==> src/rtl/uart_pkg.sv <==
// ----------------------------------------------------------------------------
// uart_pkg
//   Definitions shared by the UART transmitter and receiver:
//   - uart_state_e : frame FSM state encoding (IDLE/START/DATA/PARITY/STOP)
//   - OVERSAMPLE   : baud ticks per bit
//   - PARITY_*     : parity mode selectors
//   - clogb2       : ceiling log2, never smaller than 1
//   - calc_parity  : parity bit for a data word under a given parity mode
// ----------------------------------------------------------------------------
package uart_pkg;

    typedef enum logic [2:0] {
        ST_IDLE   = 3'd0,
        ST_START  = 3'd1,
        ST_DATA   = 3'd2,
        ST_PARITY = 3'd3,
        ST_STOP   = 3'd4
    } uart_state_e;

    localparam int OVERSAMPLE  = 16;

    localparam int PARITY_NONE = 0;
    localparam int PARITY_EVEN = 1;
    localparam int PARITY_ODD  = 2;

    // Ceiling log2; a value of 1 still needs one bit to be stored.
    function automatic int clogb2(input int value);
        int result;
        result = 0;
        for (int v = value - 1; v > 0; v = v >> 1) begin
            result = result + 1;
        end
        if (result < 1) begin
            result = 1;
        end else begin
            result = result;
        end
        return result;
    endfunction

    // Parity bit for up to 16 data bits; zero-extension leaves the XOR unchanged.
    function automatic logic calc_parity(input logic [15:0] data, input int mode);
        logic result;
        case (mode)
            PARITY_EVEN: result = ^data;
            PARITY_ODD:  result = ~^data;
            default:     result = 1'b0;
        endcase
        return result;
    endfunction

endpackage

==> src/rtl/uart_tx.sv <==
// ----------------------------------------------------------------------------
// uart_tx
//   UART transmitter. Serialises one NB_DATA-bit word per accepted request into
//   start bit, data bits LSB first, optional parity bit and a stop period, timed
//   by an external 16x oversampling baud tick shared with the receiver.
//
//   Parameters
//     NB_DATA  data bits per frame (1..16)
//     NB_STOP  stop duration in ticks (16 = 1 bit, 24 = 1.5, 32 = 2)
//     PARITY   0 none, 1 even, 2 odd
//
//   Ports
//     clk         system clock, rising edge
//     i_rst       synchronous reset, active high
//     i_tick      baud tick, one clk wide, 16 per bit
//     i_tx_start  send request, honoured only while idle
//     i_data      word captured on the accepted request
//     o_tx        serial line, idles high
//     o_busy      high while a frame is in flight
//     o_txdone    one-clk pulse when the frame completes
// ----------------------------------------------------------------------------
module uart_tx
    import uart_pkg::*;
#(
    parameter int NB_DATA = 8,
    parameter int NB_STOP = 16,
    parameter int PARITY  = 0
) (
    input  logic               clk,
    input  logic               i_rst,
    input  logic               i_tick,
    input  logic               i_tx_start,
    input  logic [NB_DATA-1:0] i_data,
    output logic               o_tx,
    output logic               o_busy,
    output logic               o_txdone
);

    localparam int NB_TICK   = clogb2((NB_STOP > OVERSAMPLE) ? NB_STOP : OVERSAMPLE);
    localparam int NB_BITCNT = clogb2(NB_DATA);

    localparam logic [NB_TICK-1:0]   TICK_LAST = NB_TICK'(OVERSAMPLE - 1);
    localparam logic [NB_TICK-1:0]   STOP_LAST = NB_TICK'(NB_STOP - 1);
    localparam logic [NB_BITCNT-1:0] BIT_LAST  = NB_BITCNT'(NB_DATA - 1);

    uart_state_e          state_q,    state_d;
    logic [NB_TICK-1:0]   tick_cnt_q, tick_cnt_d;
    logic [NB_BITCNT-1:0] bit_cnt_q,  bit_cnt_d;
    logic [NB_DATA-1:0]   shift_q,    shift_d;
    logic                 par_q,      par_d;
    logic                 tx_q,       tx_d;
    logic                 busy_q,     busy_d;
    logic                 txdone_q,   txdone_d;

    // State, counter, shift and output registers with synchronous reset.
    always_ff @(posedge clk) begin
        if (i_rst) begin
            state_q    <= ST_IDLE;
            tick_cnt_q <= '0;
            bit_cnt_q  <= '0;
            shift_q    <= '0;
            par_q      <= 1'b0;
            tx_q       <= 1'b1;
            busy_q     <= 1'b0;
            txdone_q   <= 1'b0;
        end else begin
            state_q    <= state_d;
            tick_cnt_q <= tick_cnt_d;
            bit_cnt_q  <= bit_cnt_d;
            shift_q    <= shift_d;
            par_q      <= par_d;
            tx_q       <= tx_d;
            busy_q     <= busy_d;
            txdone_q   <= txdone_d;
        end
    end

    // Next-state, counter and shift-register logic.
    always_comb begin
        state_d    = state_q;
        tick_cnt_d = tick_cnt_q;
        bit_cnt_d  = bit_cnt_q;
        shift_d    = shift_q;
        par_d      = par_q;
        case (state_q)
            ST_IDLE: begin
                if (i_tx_start) begin
                    state_d    = ST_START;
                    shift_d    = i_data;
                    par_d      = calc_parity(16'(i_data), PARITY);
                    tick_cnt_d = '0;
                    bit_cnt_d  = '0;
                end else begin
                    state_d    = ST_IDLE;
                end
            end
            ST_START: begin
                if (i_tick) begin
                    if (tick_cnt_q == TICK_LAST) begin
                        tick_cnt_d = '0;
                        bit_cnt_d  = '0;
                        state_d    = ST_DATA;
                    end else begin
                        tick_cnt_d = tick_cnt_q + NB_TICK'(1);
                    end
                end else begin
                    tick_cnt_d = tick_cnt_q;
                end
            end
            ST_DATA: begin
                if (i_tick) begin
                    if (tick_cnt_q == TICK_LAST) begin
                        tick_cnt_d = '0;
                        shift_d    = shift_q >> 1;
                        if (bit_cnt_q == BIT_LAST) begin
                            state_d = (PARITY != PARITY_NONE) ? ST_PARITY : ST_STOP;
                        end else begin
                            bit_cnt_d = bit_cnt_q + NB_BITCNT'(1);
                        end
                    end else begin
                        tick_cnt_d = tick_cnt_q + NB_TICK'(1);
                    end
                end else begin
                    tick_cnt_d = tick_cnt_q;
                end
            end
            ST_PARITY: begin
                if (i_tick) begin
                    if (tick_cnt_q == TICK_LAST) begin
                        tick_cnt_d = '0;
                        state_d    = ST_STOP;
                    end else begin
                        tick_cnt_d = tick_cnt_q + NB_TICK'(1);
                    end
                end else begin
                    tick_cnt_d = tick_cnt_q;
                end
            end
            ST_STOP: begin
                if (i_tick) begin
                    if (tick_cnt_q == STOP_LAST) begin
                        tick_cnt_d = '0;
                        state_d    = ST_IDLE;
                    end else begin
                        tick_cnt_d = tick_cnt_q + NB_TICK'(1);
                    end
                end else begin
                    tick_cnt_d = tick_cnt_q;
                end
            end
            default: begin
                state_d    = ST_IDLE;
                tick_cnt_d = '0;
                bit_cnt_d  = '0;
                shift_d    = '0;
                par_d      = 1'b0;
            end
        endcase
    end

    // Output decode from the next state so the registered line changes on the
    // same edge as the state; this keeps the accept-to-start-bit latency at one
    // clock and leaves exactly one idle-high clock between back-to-back frames.
    always_comb begin
        tx_d     = 1'b1;
        busy_d   = 1'b0;
        case (state_d)
            ST_IDLE:   begin tx_d = 1'b1;       busy_d = 1'b0; end
            ST_START:  begin tx_d = 1'b0;       busy_d = 1'b1; end
            ST_DATA:   begin tx_d = shift_d[0]; busy_d = 1'b1; end
            ST_PARITY: begin tx_d = par_d;      busy_d = 1'b1; end
            ST_STOP:   begin tx_d = 1'b1;       busy_d = 1'b1; end
            default:   begin tx_d = 1'b1;       busy_d = 1'b0; end
        endcase
        txdone_d = (state_q == ST_STOP) && (state_d == ST_IDLE);
    end

    assign o_tx     = tx_q;
    assign o_busy   = busy_q;
    assign o_txdone = txdone_q;

endmodule
==> config.mk <==
export PLATFORM = sky130hd
export DESIGN_NAME = uart_tx
export DESIGN_NICKNAME = d
export VERILOG_FILES = /design/src/rtl/uart_pkg.sv /design/src/rtl/uart_tx.sv
export SDC_FILE = /design/constraint.sdc
export NUM_CORES = 1
export LEC_CHECK = 0
export CORE_MARGIN = 2
export CORE_UTILIZATION = 40
export DETAILED_ROUTE_END_ITERATION = 12
export SYNTH_ARGS = -nofsm -noshare
export SYNTH_HDL_FRONTEND = slang
export SYNTH_SLANG_ARGS = --single-unit
==> constraint.sdc <==
create_clock -name clk -period 3.7 [get_ports clk]
set_input_delay 0.37 -clock clk [delete_from_list [all_inputs] [get_ports clk]]
set_output_delay 0.37 -clock clk [all_outputs]
set_load 0.01 [all_outputs]
==> results_dict.tcl <==
set metrics [dict create \
    cts_resized 0 \
    setup_violations 0 \
    leakage_nw 0.483 \
    reg2reg_slack_ps 1500 \
    hold_start "par_q$_SDFF_PP0_" \
    max_slew_margin_pct 50.2 \
    whs_path_depth 1 \
    yosysSeqAreaShare_pct 38.9 \
    num-fill-cells 263 \
    nets 152 \
    worst_pin_slew_ps 744 \
    postRouteAntennaNets 0 \
    fin_crit_ps 2200 \
    drt_pass1_iterations 4 \
    syn_nets 142 \
    gp_routability_congestion 0.755 \
    path_cells "nor4b_4 -> a211oi_1 -> or4_1 -> a21oi_1" \
    ys.flop_type "dfxtp_1" \
    die_w_um 57.2 \
    area_growth_syn_to_layout_pct 16.5 \
    slowest_stage "nor4b_4" \
    num_rows 19 \
    coreArea_um2 2730 \
    cp.required_ps 3930 \
    p_per_area_nw_per_um2 376 \
    clkTransAtPathRegs_ps 130 \
    gr-total-overflow 0 \
    finalWorstSetupSlack_ps 1500 \
    htreeDepth 1 \
    ys_types 43 \
    dpl_worst_slack_ps 1230 \
    layout_worst_path_cycle_share_pct 59.5 \
    crit_path_max_incr_delay_ps 720 \
    async_flop_share_pct 0 \
    clockRootBuffer "clkbuf_4" \
    final_common_cell "dfxtp_1" \
    synth_top_area_cell "dfxtp_1" \
    outcome "finished, final reports clean" \
    final.setup_skew_ps 10.3 \
    floorplan.die_area_um2 3270 \
    postCtsSetupBuffers 0 \
    syn_inst 127 \
    clk_path_buf_depth 2 \
    min_path_type "reg2reg" \
    wl_per_cell_um 14.4 \
    cts_tree "done" \
    worstSkewPairLatency_ps 310 \
    synth_edf_count 0 \
    critPathTopFamily "simple AND/OR/NAND/NOR gates" \
    synthTopCellsByArea "dfxtp_1, a21oi_1, a222oi_1" \
    first_global_vias 935 \
    drt_iter0_drc 70 \
    min_to "par_q$_SDFF_PP0_" \
    cts-buffers-inserted 3 \
    numPortBuffers 14 \
    endpoint_kind "flop" \
    r2r_start "state_q[2]$_SDFF_PP0_" \
    syn_area_per_cell_um2 8.92 \
    drc 0 \
    cts-hold-fix-buffers 0 \
    num_vias 1009 \
    crit_buf_inv 0 \
    cp.arrival_ps 2430 \
    r2r_cells 4 \
    rsz0062_at_grt "false" \
    fin_setup_tns_ps 0 \
    cts.sinks 22 \
    avgViaCountPerCell 6.04 \
    hold_viol_final 0 \
    grt_pass1_wl_um 4200 \
    critPathMaxFanout 18 \
    n_antenna_cell 0 \
    criticalPathCategory "reg2reg" \
    die_height_um 57.2 \
    grt_usage_pct 16.2 \
    slew_violations 0 \
    grt_max_degree 22 \
    wirelength_um 2410 \
    fmaxAchievable_ghz 0.454 \
    design_area_um2 1320 \
    synthDominantCellAreaShare_pct 38.9 \
    drive_gt1_share_pct 6.62 \
    initial_core_util_pct 41.4 \
    dp.final_hpwl_um 1690 \
    r2r_end "bit_cnt_q[1]$_SDFFE_PP0P_" \
    yosys_warnings 0 \
    vdd_drop_max_mv 0.182 \
    antenna_found_initial 0 \
    post_dp_cell_area_um2 1270 \
    final_cells 167 \
    placedCellCount 163 \
    ios 15 \
    startpoint_type "flop" \
    netlist_area_um2 1130 \
    mostFrequentLayoutCells "dfxtp_1, clkdlybuf4s50_1, a21oi_1, nor2_1, o21ai_0" \
    max_cap_violations 0 \
    ys_ff_latch 22 \
]
[cell type report]
cell class	instances	area [um2]	area share [%]
multi-input cells	92	632	47.9
clock buffers	3	22.5	1.71
clock inverters	1	30.0	2.28
well taps	31	38.8	2.94
inverters	4	15.0	1.14
repair buffers	14	140	10.6
flip-flops and latches	22	440	33.4
[synthesized netlist by cell type, types with 3 or more instances]
cell and n:
a211oi_1 3, nor2_1 13, dfxtp_1 22, a21oi_1 13
nor3_1 4, nand2_1 5, ha_1 3, or4_1 3
clkbuf_1 4, nor2b_1 3, a222oi_1 6, o21ai_0 7
buf_2 3, inv_1 4
[flip-flops by register name, indices dropped and copies added, names as in the netlist]
register,flops
shift_q,8
tick_cnt_q,4
bit_cnt_q,3
state_q,3
o_busy,1
o_tx,1
o_txdone,1
par_q,1
[worst reg2reg max path, delay by kind of cell, from the launching register on]
family	cells	cell delay, ps
AND/OR/NAND/NOR	2	1240
AO/OA/AOI/OAI	2	360
flip-flops	1	520
[stage by stage]
step | hold WS (ps) | power [mW] | util [%]
global route | 523 | 0.517 | 48.2
floorplan | 453 | 0.295 | -
detailed placement | 475 | 0.318 | 46.3
global placement | 465 | 0.316 | 46.3
finish | 491 | 0.496 | 48.2
CTS | 494 | 0.503 | 48.2
[routing by layer]
| metal | vias to the layer above | global-route usage, % | routed length [um] |
|---|---|---|---|
| met5 | - | 0 | 0 |
| met4 | 0 | 5.98 | 17 |
| met3 | 2 | 2.04 | 90 |
| met2 | 16 | 25.8 | 1120 |
| met1 | 487 | 22.6 | 1180 |
| li1 | 504 | - | - |
[report_power, final]
group | switching, mW | internal [mW] | total (mW)
clock | 0.0743 | 0.109 | 0.184
sequential | 0.00864 | 0.245 | 0.254
combinational | 0.0265 | 0.0316 | 0.0580
[how the worst max path moves through the flow]
stage / from / endpoint / slack (ps) / cells after the start
after detailed placement: i_tx_start / bit_cnt_q[2]$_SDFFE_PP0P_ / 1230 / 5
after global placement: i_tx_start / bit_cnt_q[0]$_SDFFE_PP0P_ / 1300 / 5
final: state_q[2]$_SDFF_PP0_ / bit_cnt_q[1]$_SDFFE_PP0P_ / 1500 / 4
after CTS: state_q[2]$_SDFF_PP0_ / bit_cnt_q[1]$_SDFFE_PP0P_ / 1510 / 4
after global routing: state_q[2]$_SDFF_PP0_ / bit_cnt_q[1]$_SDFFE_PP0P_ / 1370 / 4
after floorplan: tick_cnt_q[0]$_SDFFE_PP0P_ / bit_cnt_q[0]$_SDFFE_PP0P_ / 2040 / 5
[logic make-up (layout without fill, tap and decap cells)]
family	count (synthesis)	count (layout)	share of synthesized area, %
flip-flops	22	22	38.9
AO/OA/AOI/OAI	41	41	25.5
XOR/XNOR	1	1	0.774
AND/OR/NAND/NOR	46	46	25.3
buffers and inverters	13	22	5.30
multiplexers	1	1	0.884
adder cells (fa/ha/maj)	3	3	3.32
(Power assumes the default switching activity.)
